File: config.mk
export PLATFORM = sky130hd
export DESIGN_NAME = pc_bit_streamer
export DESIGN_NICKNAME = d
export VERILOG_FILES = /design/src/rtl/pc_bit_streamer.sv
export SDC_FILE = /design/constraint.sdc
export NUM_CORES = 1
export LEC_CHECK = 0
export ABC_AREA = 0
export CORE_MARGIN = 4
export CORE_UTILIZATION = 46
export CTS_CLUSTER_DIAMETER = 50
export DETAILED_ROUTE_END_ITERATION = 6
export GPL_TIMING_DRIVEN = 0
export PLACE_DENSITY = 0.74
export SLEW_MARGIN = 20
export SYNTH_ARGS = -nofsm -noshare
export SYNTH_HDL_FRONTEND = slang
export SYNTH_SLANG_ARGS = --single-unit
File: constraint.sdc
create_clock -name clk -period 1.7 [get_ports clk]
set_input_delay 0.17 -clock clk [delete_from_list [all_inputs] [get_ports clk]]
set_output_delay 0.17 -clock clk [all_outputs]
set_load 0.05 [all_outputs]
File: src/rtl/pc_bit_streamer.sv
// Bit-serial RAM-to-UART stream engine: packs single-bit RAM samples into
// DATA_W-bit words, launches them on a UART tx handshake, optionally awaits a reply.
module pc_bit_streamer #(
  parameter int ADDR_W      = 10,
  parameter int DATA_W      = 8,
  parameter int NUM_WORDS   = 98,
  parameter int LSB_FIRST   = 1,
  parameter int GAP_CYCLES  = 0,
  parameter int EXPECT_RESP = 1
) (
  input  logic              clk,
  input  logic              rst,
  input  logic              start,
  input  logic [ADDR_W-1:0] base_addr,
  output logic [ADDR_W-1:0] mem_addr,
  input  logic              mem_q,
  output logic [DATA_W-1:0] tx_data,
  output logic              tx_start,
  input  logic              tx_rdy,
  input  logic              rx_rdy,
  input  logic [7:0]        rx_data,
  output logic              busy,
  output logic              done,
  output logic [7:0]        result,
  output logic              result_valid
);

  localparam int WC_W  = $clog2(NUM_WORDS + 1);
  localparam int GAP_W = (GAP_CYCLES > 0) ? $clog2(GAP_CYCLES + 1) : 1;
  localparam int BC_W  = $clog2(DATA_W + 1);

  localparam logic [WC_W-1:0]   WORDS_LAST  = WC_W'(NUM_WORDS - 1);
  localparam logic [WC_W-1:0]   WORDS_TOTAL = WC_W'(NUM_WORDS);
  localparam logic [GAP_W-1:0]  GAP_LAST    = GAP_W'((GAP_CYCLES > 0) ? GAP_CYCLES - 1 : 0);
  localparam logic [BC_W-1:0]   BIT_LAST    = BC_W'(DATA_W);
  localparam logic [DATA_W-1:0] SEL_LSB     = DATA_W'(1);
  localparam logic [DATA_W-1:0] SEL_MSB     = SEL_LSB << (DATA_W - 1);

  typedef enum logic [2:0] {
    S_IDLE,
    S_FETCH,
    S_SEND,
    S_WAIT_TX,
    S_GAP,
    S_WAIT_RESP,
    S_DONE
  } state_e;

  state_e            state_q, state_d;
  logic [ADDR_W-1:0] addr_q, addr_d;
  logic [BC_W-1:0]   bit_cnt_q, bit_cnt_d;
  logic [WC_W-1:0]   word_cnt_q, word_cnt_d;
  logic [GAP_W-1:0]  gap_cnt_q, gap_cnt_d;
  logic [DATA_W-1:0] pack_q, pack_d;
  logic              tx_first_q, tx_first_d;
  logic [7:0]        result_q, result_d;

  logic [BC_W-1:0]   fetch_idx;
  logic [DATA_W-1:0] bit_sel;
  logic              fetch_rd;

  function automatic state_e after_word(input logic more_words);
    if (more_words) return S_FETCH;
    if (EXPECT_RESP != 0) return S_WAIT_RESP;
    return S_DONE;
  endfunction

  // Sample arriving in FETCH cycle i belongs to fetch index i-1 (one-cycle RAM latency).
  assign fetch_idx = bit_cnt_q - BC_W'(1);
  assign bit_sel   = (LSB_FIRST != 0) ? (SEL_LSB << fetch_idx) : (SEL_MSB >> fetch_idx);
  assign fetch_rd  = (state_q == S_FETCH) && (bit_cnt_q != BIT_LAST);

  assign mem_addr = fetch_rd ? addr_q + ADDR_W'(bit_cnt_q) : '0;
  assign tx_data  = pack_q;
  assign busy     = (state_q != S_IDLE);
  assign done     = (state_q == S_DONE);
  assign result   = result_q;

  always_comb begin
    // NOTE: every signal written here gets a default first, so no path can infer a latch.
    state_d      = state_q;
    addr_d       = addr_q;
    bit_cnt_d    = bit_cnt_q;
    word_cnt_d   = word_cnt_q;
    gap_cnt_d    = gap_cnt_q;
    pack_d       = pack_q;
    tx_first_d   = tx_first_q;
    result_d     = result_q;
    tx_start     = 1'b0;
    result_valid = 1'b0;

    case (state_q)
      S_IDLE: begin
        if (start) begin
          addr_d     = base_addr;
          word_cnt_d = '0;
          bit_cnt_d  = '0;
          state_d    = S_FETCH;
        end
      end

      S_FETCH: begin
        if (bit_cnt_q != '0) begin
          pack_d = mem_q ? (pack_q | bit_sel) : (pack_q & ~bit_sel);
        end
        if (bit_cnt_q == BIT_LAST) begin
          bit_cnt_d = '0;
          addr_d    = addr_q + ADDR_W'(DATA_W);
          state_d   = S_SEND;
        end else begin
          bit_cnt_d = bit_cnt_q + BC_W'(1);
        end
      end

      // Launch is combinational on tx_rdy so the word leaves in the cycle the UART is free.
      S_SEND: begin
        if (tx_rdy) begin
          tx_start   = 1'b1;
          tx_first_d = 1'b1;
          state_d    = S_WAIT_TX;
        end
      end

      S_WAIT_TX: begin
        if (tx_first_q) begin
          tx_first_d = 1'b0;
        end else if (tx_rdy) begin
          word_cnt_d = word_cnt_q + WC_W'(1);
          if (GAP_CYCLES > 0) begin
            gap_cnt_d = '0;
            state_d   = S_GAP;
          end else begin
            state_d = after_word(word_cnt_q != WORDS_LAST);
          end
        end
      end

      S_GAP: begin
        if (gap_cnt_q == GAP_LAST) begin
          gap_cnt_d = '0;
          state_d   = after_word(word_cnt_q != WORDS_TOTAL);
        end else begin
          gap_cnt_d = gap_cnt_q + GAP_W'(1);
        end
      end

      S_WAIT_RESP: begin
        if (rx_rdy) begin
          result_d     = rx_data;
          result_valid = 1'b1;
          state_d      = S_DONE;
        end
      end

      S_DONE: state_d = S_IDLE;

      default: state_d = S_IDLE;
    endcase
  end

  always_ff @(posedge clk) begin
    // NOTE: state flops use non-blocking assignments so every flop samples pre-edge values.
    if (rst) begin
      state_q    <= S_IDLE;
      addr_q     <= '0;
      bit_cnt_q  <= '0;
      word_cnt_q <= '0;
      gap_cnt_q  <= '0;
      pack_q     <= '0;
      tx_first_q <= 1'b0;
      result_q   <= '0;
    end else begin
      state_q    <= state_d;
      addr_q     <= addr_d;
      bit_cnt_q  <= bit_cnt_d;
      word_cnt_q <= word_cnt_d;
      gap_cnt_q  <= gap_cnt_d;
      pack_q     <= pack_d;
      tx_first_q <= tx_first_d;
      result_q   <= result_d;
    end
  end

endmodule
==> metrics.md, run 1 <==
| Metric | Value |
|---|---|
| Outcome | `finished, violations left` |
| Failing checks | `negative setup slack` |
| Hold Path Sink | `result[2]` |
| Int Pwr | `1.97 mW` |
| Pleak | `1.57 nW` |
| DIE HEIGHT | `82.2 um` |
| Crit path launch type | `flip-flop` |
| Worst Hold Depth | `3` |
| Clock Latency Late Sink | `0.30 ns` |
| R2R Setup Slk | `-0.54 ns` |
| DRC Markers | `0` |
| Area Growth Syn to Fin | `65.9%` |
| Final setup fails | `32` |
| Max VDD drop | `0.000754 V` |
| Worst min path class | `in2reg` |
| Post-DP HPWL | `4.74 mm` |
| Post-CTS Hold Fix Bufs | `0` |
| Buffers & Inverters on Critical Path | `7` |
| Rows | `26` |
| Core Area | `5240 um^2` |
| Final min period | `2.24 ns` |
| RSZ-0062 raised after global routing | `true` |
| Power, Total | `2.92 mW` |
| Final hold violations | `0` |
| Seq pwr share | `35.6%` |
| Final WS setup | `-0.536 ns` |
| Fmax | `447 MHz` |
| # fillers | `339` |
| Sinks on Clock Net | `41` |
| Syn Inst Count | `310` |
| Vias | `2,791` |
| Vias/cell | `5.72` |
| Pwr/cell area | `695 nW/um^2` |
| CTS tree | `built` |
| Storage cell area | `845 um^2` |
| First-pass GRT wire length | `12.2 mm` |
| DRT Wirelength | `8.77 mm` |
| Overflow after GRT | `0` |
| Switch Pwr | `0.953 mW` |
| Mapped Area | `2530 um^2` |
| Crit-path max FO | `3` |
| Comb power frac | `35.9%` |
| Worst Hold Launch | `rx_data[2]` |
| Synth Flop Type | `dfxtp_1` |
| Placed cells | `433` |
| Clock power share | `28.5%` |
| Final GP Congestion | `0.856` |
| Worst Tran Pin Value | `0.642 ns` |
| DR pass1 iterations | `6` |
| Mapped Nets | `348` |
| CP cell instances | `buf_4 > buf_6 > buf_6 > inv_4 > ha_4 > buf_6 > buf_6 > buf_6 > nand4bb_4 > a32oi_2 > o221ai_2 > a221oi_1` |
| TritonCTS Buffers | `5` |
| Avg WL per Cell | `18.0 um` |
| Root buf cell | `clkbuf_8` |
| I/O pin count | `54` |
| Switching share of power | `32.6%` |
| Share of synthesized registers carrying an async set or reset | `0%` |
| DIE AREA | `6760 um^2` |
| Largest net degree at the start of global routing | `13` |
| Vias in the first global route | `2,608` |
| Total GRT Usage | `23.3%` |
| H-tree depth | `2` |
| Slowest stage delay, CP | `0.37 ns` |
| Slew margin rel. | `57.2%` |
| Slew Viols, Final | `0` |
| Post-synth cell types | `57` |
| Initial antenna violation count | `0` |
| R2r worst-path depth | `12` |
| Multi-input gate area | `1990 um^2` |
| NumNets Final | `455` |
| Chip Width | `82.2 um` |
| Setup CP Type | `reg2reg` |
| Crit path max-delay family | `compound AO/OA/AOI/OAI gates` |
| Maximum root-to-sink buffer count | `2` |
| Post-DRT Antenna Nets | `0` |
| FF+latch count, synth | `41` |
| Layout Cells excl Fill | `488` |
| IO buf count | `53` |
| Sequential area share after synthesis | `32.4%` |
| Initial Util | `48.4%` |
| Setup crit end kind | `flip-flop` |
| Clk slew on worst S/H paths | `0.09 ns` |
| Cell repeated most along the worst path | `buf_6` |
| Worst reg2reg path endpoint | `state_q[2]` |
| R2r startpoint | `bit_cnt_q[0]` |
| Period utilization | `132%` |
| Slowest-stage cell, CP | `dfxtp_4` |
| Avg Inst Size Synth | `8.17 um^2` |
| Share of cells above drive strength 1 | `36.8%` |
| Maxcap violations | `0` |
| Skew final | `0.0167 ns` |
| Yosys warns | `0` |
| Number of flops mapped to enable cells by yosys | `0` |
| Iter 0 DRT Violations | `233` |
| Final core utilization | `80.3%` |
| CP arrival | `2.44 ns` |
| Data required, critical path | `1.91 ns` |
| N_diodes | `0` |
==> worst min-delay path, stage by stage <==
cell and delay, ns:
clkdlybuf4s50_1 0.39, nand2_1 0.06, a21oi_1 0.05
==> per-stage QoR <==
| step | area [um^2] | hold slack (ns) | setup TNS, ns | worst slack [ns] |
|---|---|---|---|---|
| floorplan | 2670 | 0.306 | -0.566 | -0.111 |
| global placement | 3280 | 0.440 | -15.03 | -0.959 |
| detailed placement | 3280 | 0.449 | -16.33 | -1.00 |
| CTS | 3920 | 0.412 | -4.01 | -0.455 |
| global route | 4200 | 0.430 | -10.19 | -0.613 |
| finish | 4200 | 0.418 | -8.27 | -0.536 |
==> Yosys cell counts (2+ instances only) <==
| cell | number | share of area [%] |
|---|---|---|
| a22oi_1 | 2 | 0.59 |
| nor4_1 | 2 | 0.49 |
| a21oi_1 | 28 | 5.5 |
| a211oi_1 | 8 | 2.4 |
| nor2b_1 | 2 | 0.49 |
| nor2_1 | 28 | 4.1 |
| nor3_1 | 6 | 1.2 |
| nand2b_1 | 14 | 3.5 |
| nand3_1 | 15 | 3.0 |
| a2111oi_4 | 2 | 2.2 |
| and3_1 | 4 | 0.99 |
| inv_1 | 17 | 2.5 |
| dfxtp_1 | 41 | 32 |
| or3_1 | 2 | 0.49 |
| or3b_1 | 2 | 0.69 |
| a221oi_1 | 2 | 0.69 |
| buf_2 | 5 | 0.99 |
| nand2_1 | 38 | 5.6 |
| nand4_1 | 4 | 0.99 |
| o21ai_0 | 10 | 2.0 |
| mux2i_1 | 11 | 4.3 |
| clkbuf_1 | 7 | 1.0 |
| nand3b_1 | 4 | 1.2 |
| xnor2_1 | 9 | 3.1 |
| ha_1 | 13 | 6.4 |
| o32ai_1 | 2 | 0.69 |
| buf_4 | 2 | 0.59 |
==> cells by family (layout without fill, tap and decap cells) <==
family / after synthesis / after routing / share of synthesized area [%]
compound gates: 67 / 67 / 19.0
xor+xnor: 10 / 10 / 3.46
fa+ha+maj: 14 / 14 / 7.21
buf+inv: 35 / 143 / 6.07
flops: 41 / 41 / 32.4
mux: 11 / 11 / 4.35
simple gates: 132 / 132 / 27.5
==> routing by layer <==
metal | routed length (um) | global-route usage, % | vias to the layer above
met5 | 0 | 0 | -
met4 | 386 | 8.64 | 0
met3 | 748 | 6.29 | 41
met2 | 4290 | 41.0 | 150
met1 | 3340 | 26.8 | 1293
li1 | - | - | 1307
==> cell usage in the layout, fill, tap and decap left out, types with 3 or more instances in the layout <==
master / count
a211oi_1: 3
a211oi_2: 3
a21oi_1: 20
a21oi_2: 6
and3_1: 3
buf_2: 3
buf_4: 32
buf_6: 30
buf_8: 5
clkbuf_1: 6
clkbuf_8: 6
clkdlybuf4s50_1: 39
dfxtp_1: 30
dfxtp_2: 7
dfxtp_4: 4
ha_1: 8
ha_4: 5
inv_1: 14
mux2i_1: 10
nand2_1: 36
nand2b_1: 13
nand3_1: 13
nand3b_1: 4
nand4_1: 4
nor2_1: 22
nor2_4: 4
nor3_1: 5
o21ai_0: 3
o21ai_1: 4
o21ai_2: 3
xnor2_1: 6
xnor2_2: 3
==> final cells by class <==
class	count	share of cell area [%]
multi-input cells	234	47.3
inverters	18	1.79
repair buffers	101	23.2
clock buffers	7	2.05
clock inverters	1	0.714
flip-flops and latches	41	20.1
well taps	70	2.08
plain buffers	16	2.77
==> how the worst max path moves through the flow <==
stage	slack, ns	depth (start not counted)	to	from
final	-0.54	12	state_q[2]	bit_cnt_q[0]
after global routing	-0.61	12	state_q[2]	bit_cnt_q[0]
after CTS	-0.46	8	mem_addr[8]	bit_cnt_q[0]
after detailed placement	-1.00	7	mem_addr[9]	bit_cnt_q[1]
after global placement	-0.96	7	mem_addr[9]	bit_cnt_q[1]
after floorplan	-0.11	7	mem_addr[6]	bit_cnt_q[0]
==> timing repair <==
action | in CTS | in global routing
pin swaps | 34 | 27
endpoints found under the setup margin | 43 | 36
resized for setup | 153 | 50
buffers inserted | 37 | 13
==> power groups by stage <==
stage / clock, mW / combinational [mW] / sequential, mW
4_1_cts: 0.843 / 0.869 / 1.03
5_1_grt: 0.886 / 1.10 / 1.04
3_3_place_gp: 0 / 0.617 / 1.06
2_1_floorplan: 0 / 0.445 / 1.05
6_report: 0.833 / 1.05 / 1.04
3_5_place_dp: 0 / 0.628 / 1.06
Power figures use the tool's default switching activity.
==> run 2: changes to the inputs <==
--- a/config.mk
+++ b/config.mk
@@ -10,8 +10,10 @@
 export CORE_UTILIZATION = 46
 export CTS_CLUSTER_DIAMETER = 50
 export DETAILED_ROUTE_END_ITERATION = 6
+export GPL_ROUTABILITY_DRIVEN = 0
 export GPL_TIMING_DRIVEN = 0
 export PLACE_DENSITY = 0.74
+export SKIP_CTS_REPAIR_TIMING = 1
 export SLEW_MARGIN = 20
 export SYNTH_ARGS = -nofsm -noshare
 export SYNTH_HDL_FRONTEND = slang
==> metrics.md, run 2 (synthesis results as in run 1) <==
| Metric | Value |
|---|---|
| Outcome | `finished, violations left (unchanged)` |
| Failing checks | `negative setup slack (unchanged)` |
| Avg WL per Cell | `15.2 um (was 18.0 um)` |
| IO buf count | `53 (unchanged)` |
| CP cell instances | `ha_4 > inv_2 > fa_2 > nand2b_4 > a211oi_4 > xnor2_2 > nor2_4 > buf_8 (was buf_4 > buf_6 > buf_6 > inv_4 > ha_4 > buf_6 > buf_6 > buf_6 > nand4bb_4 > a32oi_2 > o221ai_2 > a221oi_1)` |
| Pleak | `1.42 nW (was 1.57 nW)` |
| DRC Markers | `0 (unchanged)` |
| Root buf cell | `clkbuf_8 (unchanged)` |
| Final WS setup | `-0.503 ns (was -0.536 ns)` |
| Slew margin rel. | `58.1% (was 57.2%)` |
| Iter 0 DRT Violations | `135 (was 233)` |
| Most frequent cells in the layout | `38 x clkdlybuf4s50_1, 35 x nand2_1, 34 x dfxtp_1, 28 x buf_4, 24 x a21oi_1 (was 39 x clkdlybuf4s50_1, 36 x nand2_1, 32 x buf_4, 30 x buf_6, 30 x dfxtp_1)` |
| Slowest stage delay, CP | `0.39 ns (was 0.37 ns)` |
| Vias/cell | `5.42 (was 5.72)` |
| DRT Wirelength | `7.14 mm (was 8.77 mm)` |
| Clock Latency Late Sink | `0.30 ns (about the same)` |
| H-tree depth | `2 (unchanged)` |
| Data required, critical path | `1.53 ns (was 1.91 ns)` |
| Sinks on Clock Net | `41 (unchanged)` |
| Overflow after GRT | `0 (unchanged)` |
| Period utilization | `130% (was 132%)` |
| DR pass1 iterations | `4 (was 6)` |
| Slew Viols, Final | `0 (unchanged)` |
| Worst Tran Pin Value | `0.627 ns (was 0.642 ns)` |
| I/O pin count | `54 (unchanged)` |
| Crit-path max FO | `4 (was 3)` |
| Setup CP Type | `reg2out (was reg2reg)` |
| First-pass GRT wire length | `10.6 mm (was 12.2 mm)` |
| Dpl cell area | `3280 um^2 (unchanged)` |
| Worst min path class | `in2reg (unchanged)` |
| Total GRT Usage | `19.9% (was 23.3%)` |
| Maximum root-to-sink buffer count | `2 (unchanged)` |
| Fmax | `454 MHz (was 447 MHz)` |
| Crit path launch type | `flip-flop (unchanged)` |
| Final min period | `2.20 ns (was 2.24 ns)` |
| Final setup fails | `23 (was 32)` |
| Maxcap violations | `0 (unchanged)` |
| Largest net degree at the start of global routing | `13 (unchanged)` |
| TNS Setup | `-5.66 ns (was -8.27 ns)` |
| Final core utilization | `73.7% (was 80.3%)` |
| Vias in the first global route | `2,362 (was 2,608)` |
| Share of cells above drive strength 1 | `28.3% (was 36.8%)` |
| RSZ-0062 raised after global routing | `true (unchanged)` |
| Clk slew on worst S/H paths | `0.09 ns (about the same)` |
| NumNets Final | `436 (was 455)` |
| Final hold violations | `0 (unchanged)` |
| Pwr/cell area | `694 nW/um^2 (was 695 nW/um^2)` |
| Post-DP HPWL | `4.74 mm (unchanged)` |
| Initial antenna violation count | `0 (unchanged)` |
| TritonCTS Buffers | `5 (unchanged)` |
| Final instance area | `3860 um^2 (was 4200 um^2)` |
| Max VDD drop | `0.000655 V (was 0.000754 V)` |
| CP arrival | `2.03 ns (was 2.44 ns)` |
| Rows | `26 (unchanged)` |
| DIE HEIGHT | `82.2 um (unchanged)` |
| DIE AREA | `6760 um^2 (unchanged)` |
| Post-DRT Antenna Nets | `0 (unchanged)` |
| Skew final | `0.0159 ns (was 0.0167 ns)` |
| Initial Util | `48.4% (unchanged)` |
| Setup crit end kind | `output port (was flip-flop)` |
| WHS | `0.373 ns (was 0.418 ns)` |
| Area Growth Syn to Fin | `52.2% (was 65.9%)` |
| Slowest-stage cell, CP | `dfxtp_4 (unchanged)` |
| Core Area | `5240 um^2 (unchanged)` |
| Most common cell after layout, fill and taps aside | `clkdlybuf4s50_1 (unchanged)` |
| Chip Width | `82.2 um (unchanged)` |
| Vias | `2,542 (was 2,791)` |
| CTS tree | `built (unchanged)` |
| N_diodes | `0 (unchanged)` |
-- run 2: cell types whose count changed in the layout (fill, tap and decap cells not counted), moves of 4 or more --
cell and change:
buf_6 -17, dfxtp_1 +4, a21oi_1 +4, buf_4 -4
o21ai_0 +4, dfxtp_2 -4
-- run 2: metrics by stage --
step / setup slack (ns) / total power, mW / std cells
2_1_floorplan: -0.111 / 1.50 / 310
3_3_place_gp: -0.959 / 1.68 / 433
3_5_place_dp: -1.00 / 1.69 / 433
4_1_cts: -1.33 / 2.51 / 441
5_1_grt: -0.568 / 2.79 / 469
6_report: -0.503 / 2.68 / 469
-- run 2: layer usage --
layer  vias up  share of wire (%)  GRT usage (%)
met2        85                 50           33.7
met5         -                  0              0
met4         0                1.1           6.15
met3         7                7.2           6.62
li1       1259                  -              -
met1      1191                 42           23.7
-- run 2: power breakdown --
part | internal, mW | switching (mW)
Combinational | 0.360 | 0.446
Sequential | 0.996 | 0.0488
Clock | 0.479 | 0.347
Total | 1.84 | 0.842
-- run 2: final cells by class --
| type | count | area (um^2) |
|---|---|---|
| plain buffers | 16 | 106 |
| clock buffers | 7 | 86.3 |
| clock inverters | 1 | 30.0 |
| fillers | 394 | 1380 |
| inverters | 18 | 78.8 |
| multi-input cells | 234 | 1850 |
| flip-flops and latches | 41 | 840 |
| well taps | 70 | 87.6 |
| repair buffers | 82 | 783 |
-- run 2: worst max-delay path: cells and delay by family (launching register included) --
| family | cells | cell delay, ns |
|---|---|---|
| flip-flops | 1 | 0.39 |
| AO/OA/AOI/OAI | 1 | 0.27 |
| XOR/XNOR | 1 | 0.10 |
| AND/OR/NAND/NOR | 2 | 0.30 |
| adder cells (fa/ha/maj) | 2 | 0.48 |
| buffers and inverters | 2 | 0.18 |
-- run 2: final timing paths --
path | startpoint | endpoint | slack (ns) | depth (start not counted)
worst max-delay path | bit_cnt_q[0] | mem_addr[6] | -0.50 | 8
worst min-delay path | start | addr_q[0] | 0.37 | 4
worst max register to register | bit_cnt_q[0] | flip-flop | -0.44 | 8
worst min register to register | result[3] | result[3] | 0.45 | 2
==> run 3: changes to the inputs <==
--- a/config.mk
+++ b/config.mk
@@ -9,6 +9,7 @@
 export CORE_MARGIN = 4
 export CORE_UTILIZATION = 46
 export CTS_CLUSTER_DIAMETER = 50
+export CTS_CLUSTER_SIZE = 28
 export DETAILED_ROUTE_END_ITERATION = 6
 export GPL_ROUTABILITY_DRIVEN = 0
 export GPL_TIMING_DRIVEN = 0
==> results of run 3 <==
No change in the layout: final DEF, timing and power equal those of run 2.
